[src/rtl/mem_arbiter.sv]
// Arbiter sharing one single-port, variable-latency memory bus between instruction fetch and
// data access; bounds fetch starvation and aborts transactions on a hung bus.
module mem_arbiter #(
  parameter int STARVE_LIMIT = 4,
  parameter int TIMEOUT      = 64
) (
  input  logic        clk,
  input  logic        clr,
  input  logic        if_req,
  input  logic [31:0] if_addr,
  output logic [31:0] if_rdata,
  output logic        if_ack,
  input  logic        d_req,
  input  logic        d_we,
  input  logic [2:0]  d_op,
  input  logic [31:0] d_addr,
  input  logic [31:0] d_wdata,
  output logic [31:0] d_rdata,
  output logic        d_ack,
  output logic        mem_req,
  output logic        mem_we,
  output logic [2:0]  mem_op,
  output logic [31:0] mem_addr,
  output logic [31:0] mem_wdata,
  input  logic [31:0] mem_rdata,
  input  logic        mem_ready,
  output logic        stall_if,
  output logic        stall_mem,
  output logic        bus_err,
  output logic        owner,
  output logic [1:0]  dbg_state
);

  // Handshake: a requester holds req (and its payload) until it sees a one-cycle ack; the req
  // still visible during the ack cycle belongs to the finished transaction and is never granted.
  // On the bus side mem_* stay stable from grant until the beat in which mem_ready=1.
  typedef enum logic [1:0] {IDLE = 2'd0, BUS_IF = 2'd1, BUS_D = 2'd2} state_t;

  localparam int               SW         = (STARVE_LIMIT < 1) ? 1 : $clog2(STARVE_LIMIT + 1);
  localparam logic [SW-1:0]    STREAK_MAX = SW'(STARVE_LIMIT);
  localparam logic [7:0]       TMO_LAST   = 8'(TIMEOUT - 1);
  localparam logic [2:0]       IF_OP      = 3'b010;

  state_t        state_q, state_d;
  logic          mem_req_q, mem_req_d, mem_we_q, mem_we_d;
  logic [2:0]    mem_op_q, mem_op_d;
  logic [31:0]   mem_addr_q, mem_addr_d, mem_wdata_q, mem_wdata_d;
  logic [31:0]   if_rdata_q, if_rdata_d, d_rdata_q, d_rdata_d;
  logic          if_ack_q, if_ack_d, d_ack_q, d_ack_d, bus_err_q, bus_err_d;
  logic          owner_q, owner_d;
  logic [SW-1:0] streak_q, streak_d;
  logic [7:0]    tmo_q, tmo_d;

  logic if_elig, d_elig, grant_if, grant_d, done, timed_out;

  always_comb begin
    state_d     = state_q;
    mem_req_d   = mem_req_q;
    mem_we_d    = mem_we_q;
    mem_op_d    = mem_op_q;
    mem_addr_d  = mem_addr_q;
    mem_wdata_d = mem_wdata_q;
    if_rdata_d  = if_rdata_q;
    d_rdata_d   = d_rdata_q;
    if_ack_d    = 1'b0;
    d_ack_d     = 1'b0;
    bus_err_d   = 1'b0;
    owner_d     = owner_q;
    tmo_d       = tmo_q;
    grant_if    = 1'b0;
    grant_d     = 1'b0;
    done        = 1'b0;
    timed_out   = 1'b0;
    if_elig     = if_req & ~if_ack_q;
    d_elig      = d_req & ~d_ack_q;

    case (state_q)
      IDLE: begin
        if (d_elig && !(if_elig && streak_q >= STREAK_MAX)) grant_d = 1'b1;
        else if (if_elig)                                    grant_if = 1'b1;
        if (grant_d) begin
          state_d     = BUS_D;
          mem_req_d   = 1'b1;
          mem_we_d    = d_we;
          mem_op_d    = d_op;
          mem_addr_d  = d_addr;
          mem_wdata_d = d_wdata;
          owner_d     = 1'b1;
          tmo_d       = 8'd0;
        end else if (grant_if) begin
          state_d     = BUS_IF;
          mem_req_d   = 1'b1;
          mem_we_d    = 1'b0;
          mem_op_d    = IF_OP;
          mem_addr_d  = if_addr;
          mem_wdata_d = 32'd0;
          owner_d     = 1'b0;
          tmo_d       = 8'd0;
        end
      end
      BUS_IF, BUS_D: begin
        if (mem_ready || tmo_q == TMO_LAST) done = 1'b1;
        else                                tmo_d = tmo_q + 8'd1;
        if (done) begin
          // A timed-out beat completes like a normal one, but with zero data and bus_err.
          timed_out = ~mem_ready;
          state_d   = IDLE;
          mem_req_d = 1'b0;
          bus_err_d = timed_out;
          if (state_q == BUS_IF) begin
            if_ack_d   = 1'b1;
            if_rdata_d = timed_out ? 32'd0 : mem_rdata;
          end else begin
            d_ack_d = 1'b1;
            if (!mem_we_q) d_rdata_d = timed_out ? 32'd0 : mem_rdata;
          end
        end
      end
      default: state_d = IDLE;
    endcase

    if (!if_req || grant_if)                    streak_d = '0;
    else if (grant_d && streak_q < STREAK_MAX)  streak_d = streak_q + SW'(1);
    else                                        streak_d = streak_q;
  end

  always_ff @(posedge clk or negedge clr) begin
    if (!clr) begin
      state_q     <= IDLE;
      mem_req_q   <= 1'b0;
      mem_we_q    <= 1'b0;
      mem_op_q    <= 3'd0;
      mem_addr_q  <= 32'd0;
      mem_wdata_q <= 32'd0;
      if_rdata_q  <= 32'd0;
      d_rdata_q   <= 32'd0;
      if_ack_q    <= 1'b0;
      d_ack_q     <= 1'b0;
      bus_err_q   <= 1'b0;
      owner_q     <= 1'b0;
      streak_q    <= '0;
      tmo_q       <= 8'd0;
    end else begin
      state_q     <= state_d;
      mem_req_q   <= mem_req_d;
      mem_we_q    <= mem_we_d;
      mem_op_q    <= mem_op_d;
      mem_addr_q  <= mem_addr_d;
      mem_wdata_q <= mem_wdata_d;
      if_rdata_q  <= if_rdata_d;
      d_rdata_q   <= d_rdata_d;
      if_ack_q    <= if_ack_d;
      d_ack_q     <= d_ack_d;
      bus_err_q   <= bus_err_d;
      owner_q     <= owner_d;
      streak_q    <= streak_d;
      tmo_q       <= tmo_d;
    end
  end

  assign mem_req   = mem_req_q;
  assign mem_we    = mem_we_q;
  assign mem_op    = mem_op_q;
  assign mem_addr  = mem_addr_q;
  assign mem_wdata = mem_wdata_q;
  assign if_rdata  = if_rdata_q;
  assign d_rdata   = d_rdata_q;
  assign if_ack    = if_ack_q;
  assign d_ack     = d_ack_q;
  assign bus_err   = bus_err_q;
  assign owner     = owner_q;
  assign dbg_state = state_q;
  assign stall_if  = if_req & ~if_ack_q;
  assign stall_mem = d_req & ~d_ack_q;

endmodule

[config.mk]
export PLATFORM = sky130hd
export DESIGN_NAME = mem_arbiter
export DESIGN_NICKNAME = d
export VERILOG_FILES = /design/src/rtl/mem_arbiter.sv
export SDC_FILE = /design/constraint.sdc
export NUM_CORES = 1
export LEC_CHECK = 0
export CORE_MARGIN = 3
export CORE_UTILIZATION = 57
export CTS_BUF_LIST = sky130_fd_sc_hd__clkbuf_4 sky130_fd_sc_hd__clkbuf_8 sky130_fd_sc_hd__clkbuf_16
export CTS_CLUSTER_DIAMETER = 40
export DETAILED_ROUTE_END_ITERATION = 6
export DONT_BUFFER_PORTS = 1
export PLACE_DENSITY = 0.8
export SLEW_MARGIN = 0
export SYNTH_ARGS = -nofsm -noshare
export SYNTH_HDL_FRONTEND = slang
export SYNTH_SLANG_ARGS = --single-unit
[constraint.sdc]
create_clock -name clk -period 1.74 [get_ports clk]
set_input_delay 0.261 -clock clk [delete_from_list [all_inputs] [get_ports clk]]
set_output_delay 0.261 -clock clk [all_outputs]
set_load 0.01 [all_outputs]
==> results.txt, run 1 <==
Worst setup SP type = flop
Syn Nets = 681
Overall Global Routing Usage = 0.330
Initial DRC count = 541
Met1 usage = 0.382
Largest stage delay on the critical path = 0.40 ns
Area after DPL = 6490 µm²
Sequential share of power = 0.464
Max-cap viol count = 0
Sw Pwr = 6.15 mW
First-pass iteration count of the detailed router = 5
Worst path bufs/invs = 3
Number of global-route vias before repair = 5451
GP Congestion = 0.896
Initial antenna violation count = 1
Ys async rst share = 1.00
Cells along the critical path = buf_4 -> ha_1 -> buf_8 -> and3_1 -> buf_12 -> o21ai_0
Crit path time final = 1.69 ns
Io pins = 278
Post-Route Skew = 0.00716 ns
Cts-stage hold buffer count = 132
Setup tns final = 0 ns
Die width = 110 µm
Non-filler instance count after layout = 823
CTS tree = done
Count of final setup violators = 0
CTS H-tree depth = 4
GRT overflow = 0
Layout cells sized above 1 = 0.117
Part of the Yosys area used for sequential elements = 0.604
Mapped cell area = 6220 µm²
Residual DRC = 0
Status = finished with violations
Critical path data arrival time = 2.11 ns
Yosys warning count = 0
Yosys cell types = 45
Post-synth EDFFs = 0
Sw Share = 0.398
Wire per inst = 24.9 µm
Die ar. = 12200 µm²
Sink Count = 150
First-pass GRT wire length = 31500 µm
Clock Tree Root = clkbuf_8
Clk buf depth = 2
Max-Slew Margin vs Limit = 0.755
Critical path required time = 2.16 ns
Via count = 5207
Max Fanout on Critical Path = 34
Final period utilization = 0.972
GR Util met2 = 0.567
Maximum vdd drop = 0.000992 V
Main flop type after synthesis = dfrtp_1
FF+latch area = 3750 µm²
Placed cells = 657
Synth Instances = 540
Final worst slack = 0.0493 ns
Critical path class = reg2reg
Slowest library cell on the worst path = dfrtp_1
Max Freq = 0.591 GHz
CP endpoint kind = flop
Drt via density = 6.33
Rows = 37
GR Util met3 = 0.105
Clock network power share = 0.233
CORE AREA = 10500 µm²
HPWL Detailed = 11100 µm
Area occupied by multi-input gates = 2140 µm²
Final hold viol count = 150
Avg Synthesized Cell Area = 11.5 µm²
Nets@finish = 814
Port bufs = 0
Die Height = 110 µm
CP top delay family = buffers and inverters
Area grow syn2layout = 36.1%
Fillers = 555
Pwr per Cell Area = 1830 nW/µm²
CTS Buf Count = 17
Seq cells post-synth = 150
DRT antenna net count = 0
Final Slew Violations = 0
Failing checks = negative hold slack
Final wirelength = 20500 µm
Most frequent cells in the layout = 150 x dfrtp_1, 131 x dlygate4sd3_1, 68 x a22o_1
Clk slew on worst S/H paths = 0.07 ns
GR peak layer = met2
Hold slack = -0.565 ns
P_int = 9.31 mW
Starting density of the core = 0.594
Worst Max-Slew Pin Slew = 0.365 ns
Lkg Pwr = 3.94 nW
Commonest non-fill, non-tap cell in the layout = dfrtp_1
Place WS = -0.00826 ns
Worst Hold Class = in2async
Design Area, Final = 8460 µm²
Comb pwr share = 0.303
Largest net degree at the start of global routing = 151
Insertion delay to the later sink of the worst-skew pair = 0.51 ns
==> cell type report <==
type,instances,area share
flip-flops and latches,150,0.443
multi-input cells,303,0.253
repair buffers,160,0.196
clock buffers,19,0.0514
well taps,136,0.0201
inverters,41,0.0182
clock inverters,12,0.0171
diodes,2,0.000591
==> layer usage <==
| layer | part of all wire | vias up |
|---|---|---|
| li1 | - | 2204 |
| met1 | 0.36 | 2581 |
| met2 | 0.52 | 362 |
| met3 | 0.090 | 60 |
| met4 | 0.033 | 0 |
| met5 | 0 | - |
==> through the flow <==
step	util	total power [mW]
floorplan	-	9.61
global placement	0.620	10.8
detailed placement	0.620	11.1
CTS	0.803	15.0
global route	0.809	16.1
finish	0.809	15.5
==> power groups by stage <==
| stage | clock network (mW) | logic, mW | registers, mW |
|---|---|---|---|
| 6_report | 3.60 | 4.69 | 7.16 |
| 5_1_grt | 3.79 | 5.08 | 7.28 |
| 4_1_cts | 3.63 | 4.31 | 7.07 |
| 3_5_place_dp | 0 | 4.01 | 7.09 |
| 3_3_place_gp | 0 | 3.77 | 7.05 |
| 2_1_floorplan | 0 | 2.99 | 6.62 |
==> worst paths after layout <==
| path | startpoint | cells after the start | end | slack (ns) |
|---|---|---|---|---|
| max | dbg_state[0] | 6 | if_rdata[28] | 0.05 |
| min | clr | 0 | mem_wdata[21] | -0.57 |
| max reg2reg | dbg_state[0] | 6 | if_rdata[28] | 0.05 |
| min reg2reg | streak_q[1] | 2 | streak_q[1] | 0.55 |
| max in group asynchronous | clr | 0 | tmo_q[6] | 2.10 |
| min in group clk | mem_ready | 2 | d_ack | 0.04 |
==> logic make-up after synthesis <==
group | synth area share
and+or+nand+nor | 0.0905
DFF | 0.604
muxes | 0.0549
buffers and inverters | 0.0616
adders and majority gates | 0.00805
xor gates and xnor gates | 0.00141
AOI/OAI and AO/OA | 0.180
==> sequential cells by signal, indices dropped and copies added, names as in the netlist <==
register,flops
mem_we,1
mem_req,1
tmo_q,8
mem_wdata,32
if_rdata,32
bus_err,1
if_ack,1
streak_q,3
d_ack,1
mem_addr,32
d_rdata,32
dbg_state,2
mem_op,3
owner,1
==> cell usage after synthesis (2+ instances only) <==
cell type | number | area, µm²
a22o_1 | 68 | 596
and3_1 | 5 | 31.3
o221ai_1 | 2 | 17.5
mux2i_1 | 33 | 330
a31oi_1 | 2 | 12.5
ha_1 | 4 | 50.1
o21ai_0 | 68 | 340
nand2b_1 | 2 | 12.5
nor3_1 | 4 | 20.0
a21oi_1 | 4 | 20.0
inv_1 | 40 | 150
nand4_1 | 32 | 200
buf_4 | 4 | 30.0
buf_6 | 2 | 22.5
nor2_1 | 5 | 18.8
nand2_1 | 37 | 139
clkbuf_1 | 19 | 71.3
o211ai_1 | 5 | 37.5
nor2b_1 | 2 | 12.5
dfrtp_1 | 150 | 3750
nor3b_1 | 3 | 22.5
buf_2 | 21 | 105
nand3_1 | 6 | 30.0
==> repair_timing <==
| action | 4_1_cts | 5_1_grt |
|---|---|---|
| setup buffers | 0 | 0 |
| resized for setup | 1 | 11 |
| pin swaps | 0 | 2 |
| hold endpoints to repair | 285 | 150 |
| cloned | 0 | 1 |
| setup endpoints to repair | 1 | 67 |
No activity file was read; power rests on OpenSTA's default activity.
==> run 2: changes to the inputs <==
--- a/config.mk
+++ b/config.mk
@@ -5,6 +5,7 @@
 export SDC_FILE = /design/constraint.sdc
 export NUM_CORES = 1
 export LEC_CHECK = 0
+export CAP_MARGIN = 40
 export CORE_MARGIN = 3
 export CORE_UTILIZATION = 57
 export CTS_BUF_LIST = sky130_fd_sc_hd__clkbuf_4 sky130_fd_sc_hd__clkbuf_8 sky130_fd_sc_hd__clkbuf_16
==> results of run 2 <==
The final DEF is identical to that of run 1; final timing and power are the same.
==> RTL edit (settings of run 1) <==
Change the parameter `TIMEOUT` from 64 to 48.
--- a/src/rtl/mem_arbiter.sv
+++ b/src/rtl/mem_arbiter.sv
@@ -3,5 +3,5 @@
 module mem_arbiter #(
   parameter int STARVE_LIMIT = 4,
-  parameter int TIMEOUT      = 64
+  parameter int TIMEOUT      = 48
 ) (
   input  logic        clk,
Formal check against the unedited RTL: same outputs for any inputs over 4 cycles, from zero or initial values; that may be too few to reach the edited logic, so the function may still have changed.
==> RTL edit against run 1 <==
Area after synthesis fell by 3.2%; the flow now stops in clock tree synthesis.
==> RTL edit: results (changes against run 1) <==
- Synth cell types: 43 (was 45)
- Sequential share of the synthesized area: 0.624 (was 0.604)
- Syn nets: 608 (was 681)
- First error: [ERROR RSZ-0060] Max buffer count reached.
- Setup Buffers After CTS: 0 (unchanged)
- Number of CTS-inserted buffers: 17 (unchanged)
- Outcome: aborted with a tool error (was finished, violations left)
- Post-synth top cells: 150 x dfrtp_1, 97 x a22o_1, 43 x nand2_1 (was 150 x dfrtp_1, 68 x a22o_1, 68 x o21ai_0)
- Yosys warns: 0 (unchanged)
- Primary FF master, synth: dfrtp_1 (unchanged)
- Post-Syn Area: 6020 um^2 (was 6220 um^2)
- DP HPWL: 10500 um (was 11100 um)
- Clk sinks: 150 (unchanged)
- CTS max path bufs: 2 (unchanged)
- CTS Hold Bufs: 124 (was 132)
- Async SR Flop Fraction: 1.00 (unchanged)
- Placed Area: 6230 um^2 (was 6490 um^2)
- Htree depth: 4 (unchanged)
- Routability congestion estimate: 0.851 (was 0.896)
- PortBufs: 0 (unchanged)
- Cts repair resizes: 1 (unchanged)
- Clk root buf: clkbuf_8 (unchanged)
- Fail Step: clock tree synthesis
- Synth top area cells: dfrtp_1 62%, a22o_1 14%, mux2i_1 5.7%, o21ai_0 2.7%, nand2_1 2.7% (was dfrtp_1 60%, a22o_1 9.6%, o21ai_0 5.5%, mux2i_1 5.3%, nand4_1 3.2%)
RTL edit: cell families after synthesis:
logic type / Yosys count / share of synthesized area
compound gates: 163 / 0.214
flops: 150 / 0.624
simple gates: 73 / 0.0590
buf+inv: 42 / 0.0370
mux: 34 / 0.0565
fa+ha+maj: 4 / 0.00832
xor+xnor: 1 / 0.00146
RTL edit: per-stage QoR:
stage          cells  utilization  setup slack (ns)  hold WS (ns)
2_1_floorplan    467            -            0.0458       -0.0346
3_3_place_gp     583        0.623            0.0848       -0.0314
3_5_place_dp     583        0.623            0.0331       -0.0309
